File: src/rtl/rf_pkg.sv
// Shared register-file definitions used by the writeback arbiter, regfile and decode.
// Holds the address/data widths, the PC index and the arbiter preference encoding.
package rf_pkg;
    localparam int AW   = 4;
    localparam int DW   = 32;
    localparam int NREG = 15;
    localparam logic [AW-1:0] PC_IDX = 4'd15;

    typedef enum logic {
        PREF_MEM = 1'b0,
        PREF_ALU = 1'b1
    } pref_t;
endpackage

File: src/rtl/rr_arb2.sv
// Two-way round-robin grant. req[0]/gnt[0] is the load source, req[1]/gnt[1] the ALU.
// The preference flips only when both sources compete, so a lone requester never steals a turn.
module rr_arb2
    import rf_pkg::*;
(
    input  logic       clk,
    input  logic       srst,
    input  logic [1:0] req,
    output logic [1:0] gnt
);
    pref_t state_reg;
    pref_t state_next;

    always_ff @(posedge clk) begin
        if (srst) begin
            state_reg <= PREF_MEM;
        end else begin
            state_reg <= state_next;
        end
    end

    always_comb begin
        state_next = state_reg;
        if (!srst && (&req)) begin
            state_next = (state_reg == PREF_MEM) ? PREF_ALU : PREF_MEM;
        end
    end

    // No grants during reset: a held request is simply taken once reset drops.
    always_comb begin
        gnt = 2'b00;
        if (!srst) begin
            if (&req) begin
                gnt = (state_reg == PREF_MEM) ? 2'b01 : 2'b10;
            end else begin
                gnt = req;
            end
        end
    end
endmodule

File: src/rtl/rf_writeback_arbiter.sv
// Owns the register-file write port: arbitrates ALU/load writebacks, registers the write,
// and keeps the pending-write scoreboard that drives decode's read-after-write stall.
module rf_writeback_arbiter
    import rf_pkg::*;
(
    input  logic            CLK,
    input  logic            RST,
    input  logic            alu_valid,
    input  logic [AW-1:0]   alu_addr,
    input  logic [DW-1:0]   alu_data,
    output logic            alu_ready,
    input  logic            mem_valid,
    input  logic [AW-1:0]   mem_addr,
    input  logic [DW-1:0]   mem_data,
    output logic            mem_ready,
    input  logic            issue_valid,
    input  logic [AW-1:0]   issue_addr,
    input  logic [AW-1:0]   chk_a1,
    input  logic [AW-1:0]   chk_a2,
    output logic            stall,
    output logic [NREG-1:0] busy,
    output logic            WE3,
    output logic [AW-1:0]   A3,
    output logic [DW-1:0]   WD3,
    output logic            err
);
    localparam int NSLOT = 1 << AW;

    logic [1:0]       gnt;
    logic             xfer;
    logic [AW-1:0]    xfer_addr;
    logic [DW-1:0]    xfer_data;
    logic             xfer_write;
    logic             we_reg;
    logic [AW-1:0]    a3_reg;
    logic [DW-1:0]    wd3_reg;
    logic             err_reg;
    logic             err_next;
    logic             double_issue;
    logic [NREG-1:0]  busy_reg;
    logic [NREG-1:0]  busy_next;
    logic [NREG-1:0]  set_vec;
    logic [NREG-1:0]  clr_vec;
    logic [NSLOT-1:0] busy_pad;

    rr_arb2 u_arb (
        .clk  (CLK),
        .srst (RST),
        .req  ({alu_valid, mem_valid}),
        .gnt  (gnt)
    );

    assign mem_ready  = gnt[0];
    assign alu_ready  = gnt[1];
    assign xfer       = |gnt;
    assign xfer_addr  = gnt[0] ? mem_addr : alu_addr;
    assign xfer_data  = gnt[0] ? mem_data : alu_data;
    assign xfer_write = xfer && (xfer_addr != PC_IDX);

    // Padded so any 4-bit address (including the PC) indexes safely; the PC slot reads 0.
    assign busy_pad = {{(NSLOT - NREG){1'b0}}, busy_reg};

    generate
        for (genvar gi = 0; gi < NREG; gi++) begin : g_sb
            assign set_vec[gi]   = issue_valid && (issue_addr == AW'(gi));
            assign clr_vec[gi]   = we_reg && (a3_reg == AW'(gi));
            assign busy_next[gi] = set_vec[gi] | (busy_reg[gi] & ~clr_vec[gi]);
        end
    endgenerate

    // A re-issue to a register whose write commits this very cycle is legitimate.
    assign double_issue = issue_valid && (issue_addr != PC_IDX) && busy_pad[issue_addr]
                          && !(we_reg && (a3_reg == issue_addr));

    assign err_next = double_issue
                      || (xfer && ((xfer_addr == PC_IDX) || !busy_pad[xfer_addr]));

    always_ff @(posedge CLK) begin
        if (RST) begin
            we_reg   <= 1'b0;
            a3_reg   <= '0;
            wd3_reg  <= '0;
            err_reg  <= 1'b0;
            busy_reg <= '0;
        end else begin
            we_reg   <= xfer_write;
            err_reg  <= err_next;
            busy_reg <= busy_next;
            if (xfer_write) begin
                a3_reg  <= xfer_addr;
                wd3_reg <= xfer_data;
            end
        end
    end

    assign stall = ((chk_a1 != PC_IDX) && busy_pad[chk_a1])
                 | ((chk_a2 != PC_IDX) && busy_pad[chk_a2]);

    assign busy = busy_reg;
    assign WE3  = we_reg;
    assign A3   = a3_reg;
    assign WD3  = wd3_reg;
    assign err  = err_reg;
endmodule

File: config.mk
export PLATFORM = sky130hd
export DESIGN_NAME = rf_writeback_arbiter
export DESIGN_NICKNAME = d
export VERILOG_FILES = /design/src/rtl/rf_pkg.sv /design/src/rtl/rr_arb2.sv /design/src/rtl/rf_writeback_arbiter.sv
export SDC_FILE = /design/constraint.sdc
export NUM_CORES = 1
export LEC_CHECK = 0
export BUFFER_PORTS_ARGS = -buffer_cell sky130_fd_sc_hd__buf_2
export CAP_MARGIN = 20
export CORE_AREA = 2 2 85 87
export CTS_CLUSTER_DIAMETER = 150
export DETAILED_ROUTE_END_ITERATION = 10
export DIE_AREA = 0 0 87 89
export PLACE_DENSITY = 0.76
export SLEW_MARGIN = 5
export SYNTH_ARGS = -nofsm -noshare
export SYNTH_HDL_FRONTEND = slang
export SYNTH_SLANG_ARGS = --single-unit
File: constraint.sdc
create_clock -name CLK -period 3.3 [get_ports CLK]
set_clock_uncertainty 0.2 [all_clocks]
set_input_delay 0.825 -clock CLK [delete_from_list [all_inputs] [get_ports CLK]]
set_output_delay 0.825 -clock CLK [all_outputs]
set_load 0.05 [all_outputs]
## Word-level counts from Yosys, hierarchy flattened

Index checks and enable logic that the tools add are counted.

| word-level totals | value |
|---|---|
| register bits | 54 |
| output and inout bits | 56 |
| word-level logic and storage cells | 152 |

| operators by class | value |
|---|---|
| magnitude comparators | 4 |
| equal/unequal tests | 34 |
| multiplexer cells | 14 |
| bitwise operators | 46 |
| reduce and logical (&&, ||, !) cells | 48 |

Operators with widths:

| cell | count |
|---|---|
| $eq A4 B4 Y1 const B | 15 |
| $logic_and A1 B1 Y1 | 39 |
| $eq A4 B3 Y1 const B | 8 |
| $mux W32 | 1 |
| $lt A4 B5 Y1 const B | 4 |
| $bmux W1 S4 | 4 |
| $eq A4 B2 Y1 const B | 4 |
| $ne A4 B4 Y1 const B | 4 |
| $or A1 B1 Y1 | 16 |
| $and A1 B1 Y1 | 15 |
| $not A1 Y1 | 15 |
| $eq A4 B1 Y1 const B | 2 |
| $logic_not A4 Y1 | 2 |
| $mux W2 | 3 |
| $mux W1 | 5 |
| $eq A4 B4 Y1 | 1 |
| $mux W4 | 1 |
| $logic_not A1 Y1 | 3 |
| $logic_or A1 B1 Y1 | 2 |
| $reduce_and A2 Y1 | 1 |
| $reduce_or A2 Y1 | 1 |

## Depth between registers and ports, before layout

| depth | value |
|---|---|
| word-level depth | 10 |
| mapped depth | 8 |

## By module

A second synthesis with hierarchy kept.

| second synthesis, totals | value |
|---|---|
| cells, all modules | 343 |
| area, all modules | 3,188.1 um^2 |

Modules (own cells, without submodules):

| module | times used | cells each | area each (um^2) |
|---|---|---|---|
| rf_writeback_arbiter | 1 | 335 | 3,116.7 |
| rr_arb2 | 1 | 8 | 71.3 |

## Least setup slack after synthesis

Ideal clock, no wire load.

| timing path | value |
|---|---|
| kind | input -> output |
| from | in RST |
| to | out alu_ready |
| arrival | 2.301 ns |
| data required time | 2.275 ns |
| slack | -0.026 ns |
| stages | 3 |
| buffers on the path | 2 |
| path through | buf_2 clkbuf_1 nor3_1 |

| on the way | value |
|---|---|
| cells in the longest elaborated chain, start to end | 1 |

RTL lines:

| what | RTL line | text |
|---|---|---|
| start: declaration | rf_writeback_arbiter.sv:7 | `input logic RST,` |
| $mux W2 | rr_arb2.sv:32 | `if (!srst) begin` |
| end: declaration | rf_writeback_arbiter.sv:11 | `output logic alu_ready,` |

No other way between the ends.

## Worst setup path after layout

| timing path | value |
|---|---|
| from | in chk_a2[0] |
| to | out stall |

| on the way | value |
|---|---|
| cells in the longest elaborated chain, start to end | 4 |

RTL lines:

| what | RTL line | text |
|---|---|---|
| start: declaration | rf_writeback_arbiter.sv:19 | `input logic [AW-1:0] chk_a2,` |
| $bmux W1 S4 | rf_writeback_arbiter.sv:97 | `\| ((chk_a2 != PC_IDX) && busy_pad[chk_a2]);` |
| $mux W1 (not written as such) | rf_writeback_arbiter.sv:97 |  |
| $logic_and A1 B1 Y1 (*) | rf_writeback_arbiter.sv:97 |  |
| $or A1 B1 Y1 (*) | rf_writeback_arbiter.sv:97 |  |
| end: declaration | rf_writeback_arbiter.sv:20 | `output logic stall,` |

Every way passes the cells marked *; elsewhere a longest branch is shown, timed or not. The select of a mux whose other input is x is not followed.

==> summary.md <==
| Metric | Value |
|---|---|
| Tcrit/Tclk final | 100% |
| Mapped Nets | 417 |
| Dpl hpwl | 6.89 mm |
| Drt initial violations | 196 |
| Complex-gate fraction of the synthesized area | 23.9% |
| Largest net degree at the start of global routing | 45 |
| First-pass GRT wire length | 13.6 mm |
| Synthesized flop and latch total | 54 |
| Total GRT Usage | 22.2% |
| CTS sink cnt | 54 |
| Max cap viols | 0 |
| Mux cell area share after synthesis | 21.3% |
| # hold bufs at CTS | 0 |
| Worst-path maximum fanout | 5 |
| Sequential share of the synthesized area | 35.0% |
| Worst-case clock buffer depth | 2 |
| Post-layout min period | 3.30 ns |
| Slew HR | 54.3% |
| TritonCTS clock tree | built |
| Global route overflow | 0 |
| Initial Util | 46.0% |
| Synth area leader | dfxtp_1 |
| Layout cells sized above 1 | 44.3% |
| Avg WL per Cell | 16.0 um |
| Leakage power | 1.82 nW |
| Post-synthesis simple-gate area fraction | 15.0% |
| Die footprint | 7740 um^2 |
| Cells along the critical path | buf_12, mux4_2, mux4_2, or2_4, buf_8 |
| WP data required | 2.27 ns |
| Synth top area share | 35.0% |
| VDD IR max | 0.200 mV |
| Worst Hold Class | flop to flop |
| R2R setup slack | 0.83 ns |
| Root buffer cell | clkbuf_8 |
| EDFF count, synth | 0 |
| Fmax | 303 MHz |
| PD cells | 414 nW/um^2 |
| Post-route setup TNS | 0 ns |
| Startpoint types | input port |
| Initial antenna violation count | 0 |
| Dominant combinational cell family by area after synthesis | compound AO/OA/AOI/OAI gates |
| Area share of fa/ha/maj cells after synthesis | 0% |
| Final hold vios | 0 |
| Antenna-violating nets left | 0 |
| Via count | 3104 |
| Placed cell count | 548 |
| Instance count of the mapped netlist | 328 |
| Syn_area_per_cell | 9.41 um^2 |
| Slowest stage delay, CP | 0.49 ns |
| Netlist cell types | 48 |
| N_diodes | 0 |
| Post-Route WL | 8.90 mm |
| Worst endpoint data arrival time | 2.27 ns |
| CTS H-Tree Depth | 2 |
| Initial DRT Pass Iterations | 4 |
| Number of global-route vias before repair | 2804 |
| Slowest CP cell | mux4_2 |
| Postcts setup bufs | 0 |
| Post-synthesis xor/xnor area fraction | 1.42% |
| Post-synth design cell area | 3090 um^2 |
| RD Place Congestion | 0.901 |
| Hold WS | 0.301 ns |
| Crit end category | output pin |
| Clock Pin Slew Worst Setup and Hold Paths | 0.09 ns |
| Most frequent CP cell | mux4_2 |
| Skew-Pair Late Insertion Delay | 0.30 ns |
| Top cells by area, synth | dfxtp_1 (35%), mux2i_1 (13%), a211oi_2 (8.1%) |
| Slew @ Worst Pin | 0.686 ns |
| DR vias/cell | 5.58 |
| Layout Cells excl Fill | 556 |
| # IOs | 145 |
| DRC | 0 |
| Synthesis warning total | 0 |
| Core area | 6720 um^2 |
| Status | finished, final reports clean |
| RSZ-0062 raised after global routing | true |
| Pwr Total | 0.00169 W |
| Top FF cell, synth | dfxtp_1 |
| Ys async rst share | 0% |
| Buffers added on ports | 144 |
| Die width | 87 um |
| Num rows | 30 |
| Die H | 89 um |
| Final setup viols | 0 |
| Slew Viols, Final | 0 |
| Final Net Count | 564 |
| Syn-to-layout area delta | 31.8% |
| Max FFs per register | 32 |
| TritonCTS buffer count | 5 |
| Crit path kind | input port to output pin |
[kinds of logic (layout without fill, tap and decap cells)]
logic type	count (synthesis)	after routing
simple gates	101	101
compound gates	92	92
flops	54	54
mux	52	52
buf+inv	24	172
xor+xnor	5	5
[final timing paths]
| kind | startpoint | endpoint | cells after the start |
|---|---|---|---|
| max | chk_a2[0] | stall | 5 |
| min | WD3[29] | WD3[29] | 2 |
| max reg2reg | u_arb.state_reg | WD3[8] | 7 |
| min reg2reg | WD3[29] | WD3[29] | 2 |
[per-stage QoR]
step                      worst slack (ns)  utilization, %  area [um^2]
after floorplan                      0.138               -         3090
after global placement              -0.134            58.9         3960
after detailed placement            -0.170            58.9         3960
after CTS                         0.000242            60.5         4060
after global routing               -0.0221            60.6         4070
final                              0.00111            60.6         4070
[critical path, delay by kind of cell]
kind / cells / cell delay [ns]
muxes: 2 / 0.95
and+or+nand+nor: 1 / 0.27
buffers and inverters: 2 / 0.24
[layer usage]
layer,global-route usage (%),vias to the layer above,share of wire [%]
met2,36.2,154,49
met3,3.51,10,8.1
met5,0,-,0
li1,-,1514,-
met4,7.10,0,1.4
met1,30.3,1426,41
[cells in the mapped netlist (2+ instances only)]
| master | n |
|---|---|
| o21ai_1 | 2 |
| o21ai_0 | 18 |
| a2111oi_0 | 2 |
| nor2_1 | 40 |
| nor3_1 | 2 |
| o221a_2 | 3 |
| o221ai_1 | 2 |
| clkbuf_1 | 13 |
| a211oi_1 | 15 |
| inv_1 | 3 |
| nand2b_1 | 4 |
| nand3b_1 | 2 |
| nand2_1 | 28 |
| and2_1 | 3 |
| a21oi_1 | 15 |
| buf_4 | 2 |
| and3_1 | 4 |
| nand3_1 | 8 |
| mux2i_1 | 41 |
| a211oi_2 | 20 |
| or2_2 | 2 |
| nor2b_1 | 3 |
| mux4_2 | 11 |
| xor2_1 | 4 |
| dfxtp_1 | 54 |
| buf_2 | 5 |
[cell type report]
type | instances | area (um^2)
well taps | 80 | 100
repair buffers | 161 | 873
clock buffers | 6 | 72.6
multi-input cells | 250 | 1920
flip-flops and latches | 54 | 1080
inverters | 3 | 11.3
fillers | 557 | 2650
clock inverters | 2 | 13.8
[power by group]
group	switching [W]	total [W]	internal [W]
Sequential	0.0000366	0.000742	0.000705
Combinational	0.000390	0.000581	0.000191
Clock	0.000213	0.000363	0.000150
[layout by cell type (no fill, tap or decap), types with 11 or more instances in the layout]
cell type / synthesis / routed
mux2i_1: 41 / 41
o21ai_0: 18 / 18
dfxtp_1: 54 / 54
buf_2: 5 / 142
mux4_2: 11 / 11
nor2_1: 40 / 40
nand2_1: 28 / 28
a21oi_1: 15 / 15
a211oi_2: 20 / 20
a211oi_1: 15 / 15
buf_4: 2 / 17
[what timing repair did]
| action | 4_1_cts | 5_1_grt |
|---|---|---|
| setup endpoints to repair | 1 | 1 |
| pin swaps | 0 | 1 |
| gates resized for setup | 6 | 2 |
No activity file was read; power rests on OpenSTA's default activity.
